$ cat config.mk
export PLATFORM = sky130hd
export DESIGN_NAME = gb_cpu_alu_nibble
export DESIGN_NICKNAME = d
export VERILOG_FILES = /design/src/rtl/gb_cpu_common_pkg.sv /design/src/rtl/gb_cpu_alu_nibble_slice.sv /design/src/rtl/gb_cpu_alu_nibble.sv
export SDC_FILE = /design/constraint.sdc
export NUM_CORES = 1
export LEC_CHECK = 0
export ABC_AREA = 1
export CAP_MARGIN = 20
export CORE_MARGIN = 5
export CORE_UTILIZATION = 35
export CTS_CLUSTER_DIAMETER = 60
export DETAILED_ROUTE_END_ITERATION = 16
export PLACE_DENSITY = 0.59
export SYNTH_ARGS = -nofsm -noshare
export SYNTH_HDL_FRONTEND = slang
export SYNTH_SLANG_ARGS = --single-unit
export TNS_END_PERCENT = 10
$ cat constraint.sdc
create_clock -name clk -period 3.65 [get_ports clk]
set_clock_uncertainty 0.05 [all_clocks]
set_input_delay 0.5475 -clock clk [delete_from_list [all_inputs] [get_ports clk]]
set_output_delay 0.5475 -clock clk [all_outputs]
set_load 0.05 [all_outputs]
$ cat src/rtl/gb_cpu_common_pkg.sv
// Shared types for the nibble-serial ALU: flag bundle, opcode set, FSM states.
package gb_cpu_common_pkg;

  typedef struct packed {
    logic z;
    logic n;
    logic h;
    logic c;
  } alu_flags_t;

  typedef enum logic [3:0] {
    ALU_NOP = 4'd0,
    ALU_ADD = 4'd1,
    ALU_ADC = 4'd2,
    ALU_SUB = 4'd3,
    ALU_SBC = 4'd4,
    ALU_CP  = 4'd5,
    ALU_AND = 4'd6,
    ALU_OR  = 4'd7,
    ALU_XOR = 4'd8
  } alu_op_t;

  typedef enum logic [1:0] {
    ALU_ST_IDLE = 2'd0,
    ALU_ST_CALC = 2'd1,
    ALU_ST_DONE = 2'd2
  } alu_nibble_state_t;

  // Opcodes whose first nibble takes the incoming C flag as carry/borrow in.
  function automatic logic uses_carry_in(alu_op_t op);
    return (op == ALU_ADC) || (op == ALU_SBC);
  endfunction

endpackage

$ cat src/rtl/gb_cpu_alu_nibble_slice.sv
// Four-bit ALU slice: one nibble of add/subtract/logic with true carry or borrow.
module gb_cpu_alu_nibble_slice
  import gb_cpu_common_pkg::*;
(
  input  alu_op_t    op_i,
  input  logic [3:0] a_i,
  input  logic [3:0] b_i,
  input  logic       cin_i,
  output logic [3:0] y_o,
  output logic       cout_o
);

  logic [4:0] wide;

  // Compute the nibble result; subtraction reports borrow (not inverted carry) in bit 4.
  always_comb begin
    wide   = '0;
    y_o    = a_i;
    cout_o = 1'b0;
    case (op_i)
      ALU_ADD, ALU_ADC: begin
        wide   = {1'b0, a_i} + {1'b0, b_i} + {4'b0000, cin_i};
        y_o    = wide[3:0];
        cout_o = wide[4];
      end
      ALU_SUB, ALU_SBC, ALU_CP: begin
        wide   = {1'b0, a_i} - {1'b0, b_i} - {4'b0000, cin_i};
        y_o    = wide[3:0];
        cout_o = wide[4];
      end
      ALU_AND: y_o = a_i & b_i;
      ALU_OR:  y_o = a_i | b_i;
      ALU_XOR: y_o = a_i ^ b_i;
      default: y_o = a_i;
    endcase
  end

endmodule

$ cat src/rtl/gb_cpu_alu_nibble.sv
// Nibble-serial ALU: accepts one request, computes one nibble per cycle LSB first,
// then holds the response until the consumer takes it.
module gb_cpu_alu_nibble
  import gb_cpu_common_pkg::*;
#(
  parameter int DATA_WIDTH = 8
) (
  input  logic                  clk,
  input  logic                  reset,
  input  logic                  req_valid_i,
  output logic                  req_ready_o,
  input  alu_op_t               opcode_i,
  input  logic [DATA_WIDTH-1:0] operand_a_i,
  input  logic [DATA_WIDTH-1:0] operand_b_i,
  input  alu_flags_t            flags_i,
  input  logic                  keep_z_i,
  output logic                  rsp_valid_o,
  input  logic                  rsp_ready_i,
  output logic [DATA_WIDTH-1:0] result_o,
  output alu_flags_t            flags_o
);

  localparam int NIBBLES = DATA_WIDTH / 4;
  localparam logic [1:0] LAST_IDX = 2'(NIBBLES - 1);
  localparam logic [1:0] H_IDX    = 2'(NIBBLES - 2);

  alu_nibble_state_t     state_q, state_d;
  alu_op_t               op_q, op_d;
  logic [DATA_WIDTH-1:0] a_q, a_d;
  logic [DATA_WIDTH-1:0] sh_a_q, sh_a_d;
  logic [DATA_WIDTH-1:0] sh_b_q, sh_b_d;
  alu_flags_t            flags_in_q, flags_in_d;
  logic                  keep_z_q, keep_z_d;
  logic [1:0]            idx_q, idx_d;
  logic                  carry_q, carry_d;
  logic                  h_q, h_d;
  logic [DATA_WIDTH-5:0] calc_q, calc_d;
  logic [DATA_WIDTH-1:0] result_q, result_d;
  alu_flags_t            flags_q, flags_d;

  logic                  slice_cin;
  logic [3:0]            slice_y;
  logic                  slice_cout;
  logic [DATA_WIDTH-1:0] calc_full;
  logic                  z_final;

  // Nibble 0 takes the captured C only for the with-carry ops; later nibbles chain.
  assign slice_cin = (idx_q == 2'd0) ? (uses_carry_in(op_q) & flags_in_q.c) : carry_q;
  assign calc_full = {slice_y, calc_q};

  gb_cpu_alu_nibble_slice u_slice (
    .op_i   (op_q),
    .a_i    (sh_a_q[3:0]),
    .b_i    (sh_b_q[3:0]),
    .cin_i  (slice_cin),
    .y_o    (slice_y),
    .cout_o (slice_cout)
  );

  // Next-state and datapath: capture in IDLE, shift one nibble per CALC cycle,
  // resolve result and flags on the last nibble, hold in DONE.
  always_comb begin
    state_d    = state_q;
    op_d       = op_q;
    a_d        = a_q;
    sh_a_d     = sh_a_q;
    sh_b_d     = sh_b_q;
    flags_in_d = flags_in_q;
    keep_z_d   = keep_z_q;
    idx_d      = idx_q;
    carry_d    = carry_q;
    h_d        = h_q;
    calc_d     = calc_q;
    result_d   = result_q;
    flags_d    = flags_q;
    z_final    = keep_z_q ? flags_in_q.z : (calc_full == '0);
    case (state_q)
      ALU_ST_IDLE: begin
        if (req_valid_i) begin
          op_d       = opcode_i;
          a_d        = operand_a_i;
          sh_a_d     = operand_a_i;
          sh_b_d     = operand_b_i;
          flags_in_d = flags_i;
          keep_z_d   = keep_z_i;
          idx_d      = 2'd0;
          carry_d    = 1'b0;
          h_d        = 1'b0;
          calc_d     = '0;
          state_d    = ALU_ST_CALC;
        end
      end
      ALU_ST_CALC: begin
        sh_a_d  = sh_a_q >> 4;
        sh_b_d  = sh_b_q >> 4;
        calc_d  = calc_full[DATA_WIDTH-1:4];
        carry_d = slice_cout;
        idx_d   = idx_q + 2'd1;
        if (idx_q == H_IDX) begin
          h_d = slice_cout;
        end
        if (idx_q == LAST_IDX) begin
          state_d = ALU_ST_DONE;
          case (op_q)
            ALU_ADD, ALU_ADC: begin
              result_d = calc_full;
              flags_d  = '{z: z_final, n: 1'b0, h: h_q, c: slice_cout};
            end
            ALU_SUB, ALU_SBC: begin
              result_d = calc_full;
              flags_d  = '{z: z_final, n: 1'b1, h: h_q, c: slice_cout};
            end
            ALU_CP: begin
              result_d = a_q;
              flags_d  = '{z: z_final, n: 1'b1, h: h_q, c: slice_cout};
            end
            ALU_AND: begin
              result_d = calc_full;
              flags_d  = '{z: z_final, n: 1'b0, h: 1'b1, c: 1'b0};
            end
            ALU_OR, ALU_XOR: begin
              result_d = calc_full;
              flags_d  = '{z: z_final, n: 1'b0, h: 1'b0, c: 1'b0};
            end
            default: begin
              result_d = a_q;
              flags_d  = flags_in_q;
            end
          endcase
        end
      end
      ALU_ST_DONE: begin
        if (rsp_ready_i) begin
          state_d = ALU_ST_IDLE;
        end
      end
      default: state_d = ALU_ST_IDLE;
    endcase
  end

  // Register update; reset aborts any operation in flight and clears the response.
  always_ff @(posedge clk) begin
    if (reset) begin
      state_q    <= ALU_ST_IDLE;
      op_q       <= ALU_NOP;
      a_q        <= '0;
      sh_a_q     <= '0;
      sh_b_q     <= '0;
      flags_in_q <= '0;
      keep_z_q   <= 1'b0;
      idx_q      <= 2'd0;
      carry_q    <= 1'b0;
      h_q        <= 1'b0;
      calc_q     <= '0;
      result_q   <= '0;
      flags_q    <= '0;
    end else begin
      state_q    <= state_d;
      op_q       <= op_d;
      a_q        <= a_d;
      sh_a_q     <= sh_a_d;
      sh_b_q     <= sh_b_d;
      flags_in_q <= flags_in_d;
      keep_z_q   <= keep_z_d;
      idx_q      <= idx_d;
      carry_q    <= carry_d;
      h_q        <= h_d;
      calc_q     <= calc_d;
      result_q   <= result_d;
      flags_q    <= flags_d;
    end
  end

  assign req_ready_o = (state_q == ALU_ST_IDLE);
  assign rsp_valid_o = (state_q == ALU_ST_DONE);
  assign result_o    = result_q;
  assign flags_o     = flags_q;

endmodule

==> impl_metrics.env <==
export IMPL_ys_types=28
export IMPL_path_clk_slew_ns=0.10
export IMPL_hold_buffers=0
export IMPL_tightest_slew_ns=0.575
export IMPL_place_inst=553
export IMPL_antenna_left=0
export IMPL_die_w_um=101
export IMPL_r2r_setup_slack_ns=0.57
export IMPL_total_power_uw=1480
export IMPL_clk_latency_ns=0.31
export IMPL_grt_max_degree=37
export IMPL_cts_tree="yes"
export IMPL_grt_setup_unrepaired="no"
export IMPL_viasPerCell=4.81
export IMPL_clkSinkCount=55
export IMPL_initial_core_util_pct=35.6
export IMPL_worstSetupPathType="register to register"
export IMPL_setup_violations=0
export IMPL_p_sw_share_pct=33.2
export IMPL_drt_initial_drc_count=127
export IMPL_post_cts_setup_buffers=0
export IMPL_dr_pass1_iters=4
export IMPL_powerDensity_mw_per_mm2=417
export IMPL_grt_overflow=0
export IMPL_drive_gt1_share_pct=8.11
export IMPL_r2r_start="op_q[3]$_SDFFE_PP0P_"
export IMPL_fin_crit_sh_pct=84.5
export IMPL_irDropWorstVdd_v=0.000193
export IMPL_row_count=33
export IMPL_drc=0
export IMPL_routabilityCongestion=0.854
export IMPL_fmax_mhz=324
export IMPL_status="complete, no violations"
export IMPL_end_kind="register"
export IMPL_portBuffers=42
export IMPL_fillers=846
export IMPL_routed_wl_mm=7.58
export IMPL_root_buffer="clkbuf_8"
export IMPL_avgSynthCellArea_um2=7.02
export IMPL_rr_worst_depth=19
export IMPL_synth_warnings=0
export IMPL_final_nets=503
export IMPL_synth_yosys_seq_area_share_pct=37.8
export IMPL_grt_pass1_wl_mm=12.6
export IMPL_combPwrFrac_pct=26.3
export IMPL_syn_num_nets=463
export IMPL_slew_violations=0
export IMPL_hold_class="register to register"
export IMPL_start_kind="register"
export IMPL_synth_seq_cells=55
export IMPL_die_area_mm2=0.0102
export IMPL_required_ns=3.85
export IMPL_cp_max_fo=5
export IMPL_synth_cells=415
export IMPL_layout_min_cycle_time_ns=3.08
export IMPL_htreeDepth=2
export IMPL_finalHoldViolCount=0
export IMPL_p_sw_uw=492
export IMPL_arrival_ns=3.28
export IMPL_ctsResizeCount=0
export IMPL_slew_headroom_pct=61.6
export IMPL_p_int_uw=989
export IMPL_die_h_um=101
export IMPL_wl_per_cell_um=13.5
export IMPL_ios=43
export IMPL_grt_usage_pct=15.3
export IMPL_grt_pass1_vias=2614
export IMPL_antenna_cells=0
export IMPL_pwr_share_seq_pct=45.5
export IMPL_crit_path_start="op_q[3]$_SDFFE_PP0P_"
export IMPL_hold_slack_ns=0.418
export IMPL_p_leak_uw=0.00150
export IMPL_final_cells=561
export IMPL_cts_inserted_buffers=5
export IMPL_netlist_area_mm2=0.00291
export IMPL_antenna_found_initial=0
export IMPL_core_area_mm2=0.00818
export IMPL_finalSetupTns_ns=0
export IMPL_cap_violations=0
export IMPL_pwr_share_clk_pct=28.2
export IMPL_area_delta_synth_final_pct=22.2
export IMPL_dp_hpwl_mm=5.75
export IMPL_timing_rr_end="h_q$_SDFFE_PP0P_"
export IMPL_vias=2697
export IMPL_endpoint="h_q$_SDFFE_PP0P_"
export IMPL_cts_path_max_buffers=2
-- power by group through the flow --
stage	sequential, uW	clock [uW]	combinational, uW
after global placement	688	0	389
after CTS	675	427	392
after floorplan	700	0	249
after detailed placement	689	0	390
final	674	417	390
after global routing	680	450	439
-- worst max-delay path, stage by stage (launching register included) --
cell     delay (ns)
dfxtp_1        0.42
inv_2          0.08
nand2_1        0.09
nor2_1         0.08
a21oi_1        0.12
inv_1          0.06
a31oi_1        0.21
inv_1          0.09
fa_1           0.54
inv_1          0.06
ha_1           0.16
o21ai_0        0.35
nand2_1        0.09
nand2_1        0.11
nand2_1        0.06
nand2_1        0.05
nand3_1        0.08
nand2_1        0.09
nand3_1        0.07
a21oi_1        0.13
-- layout make-up --
type | instances | area, um^2 | area share, %
Multi-Input combinational cell | 296 | 1560 | 44.0
Sequential cell | 55 | 1100 | 31.0
Timing Repair Buffer | 48 | 465 | 13.1
Inverter | 49 | 184 | 5.17
Tap cell | 105 | 131 | 3.69
Clock buffer | 6 | 72.6 | 2.04
Clock inverter | 2 | 38.8 | 1.09
-- per-layer routing --
layer,up-vias,track usage (%),part of all wire [%]
li1,1414,-,-
met1,1225,20.7,49
met2,49,25.8,47
met3,9,2.48,2.6
met4,0,3.48,1.3
met5,-,0,0
-- flip-flops by register name, indices dropped and copies added, names as in the netlist, 2 cells and up --
name,flops
sh_b_q,8
result_o,8
sh_a_q,8
idx_q,2
flags_in_q,4
a_q,8
op_q,4
calc_q,4
flags_o,4
state_q,2
-- cells in the final DEF (no fill, tap or decap), types with 2 or more instances in the layout --
master           Yosys  final
ha_1                16     16
nor2_4               3      3
inv_1               41     41
nor2_2               6      6
nor2_1              29     29
o21ai_0             18     18
fa_1                 3      3
dfxtp_1             55     55
xor2_1               3      3
nand4_1              2      2
inv_2                8      8
o211ai_1             4      4
nand2_1            114    114
nand2_2              2      2
a31oi_1             10     10
a21oi_1             43     43
buf_4                0      6
clkbuf_8             0      5
nand3_1             34     34
clkdlybuf4s50_1      0     42
-- cells by family after synthesis --
logic type,after synthesis,share of synthesized area [%]
AND/OR/NAND/NOR,197,29.7
XOR/XNOR,3,0.903
buffers and inverters,64,8.47
adder cells (fa/ha/maj),19,8.94
flip-flops,55,37.8
AO/OA/AOI/OAI,77,14.1
-- Yosys cell counts --
cell        n  area, um^2
a21oi_1    43         215
a21oi_2     1        8.76
a31oi_1    10        62.6
buf_2       5        25.0
clkbuf_1   10        37.5
dfxtp_1    55        1100
fa_1        3        60.1
ha_1       16         200
inv_1      41         154
inv_2       8        30.0
nand2_1   114         428
nand2_2     2        12.5
nand2_4     1        11.3
nand3_1    34         170
nand3_2     1        10.0
nand3b_1    1        7.51
nand4_1     2        12.5
nor2_1     29         109
nor2_2      6        37.5
nor2_4      3        33.8
nor3_1      1        5.00
nor3_4      1        16.3
nor4_1      1        6.26
o211ai_1    4        30.0
o21ai_0    18        90.1
o21ai_1     1        5.00
or2_2       1        6.26
xor2_1      3        26.3
-- stage by stage --
| stage | area [um^2] | util (%) | worst slack (ns) |
|---|---|---|---|
| detailed placement | 3450 | 42.1 | 0.612 |
| finish | 3560 | 43.5 | 0.567 |
| global placement | 3450 | 42.1 | 0.725 |
| global route | 3560 | 43.5 | 0.194 |
| floorplan | 2910 | - | 0.934 |
| CTS | 3560 | 43.5 | 0.582 |
-- worst min path at each step --
| stage | startpoint | end | slack [ns] | cells after the start |
|---|---|---|---|---|
| 6_report | sh_a_q[7]$_SDFFE_PP0P_ | sh_a_q[7]$_SDFFE_PP0P_ | 0.42 | 2 |
| 2_1_floorplan | flags_in_q[2]$_SDFFE_PP0P_ | flags_o[2]$_SDFFE_PP0P_ | 0.39 | 2 |
| 4_1_cts | sh_a_q[7]$_SDFFE_PP0P_ | sh_a_q[7]$_SDFFE_PP0P_ | 0.42 | 2 |
| 3_5_place_dp | sh_a_q[7]$_SDFFE_PP0P_ | sh_a_q[7]$_SDFFE_PP0P_ | 0.40 | 2 |
| 3_3_place_gp | sh_a_q[4]$_SDFFE_PP0P_ | sh_a_q[4]$_SDFFE_PP0P_ | 0.40 | 2 |
| 5_1_grt | sh_b_q[4]$_SDFFE_PP0P_ | sh_b_q[4]$_SDFFE_PP0P_ | 0.44 | 2 |
(Power assumes the default switching activity.)
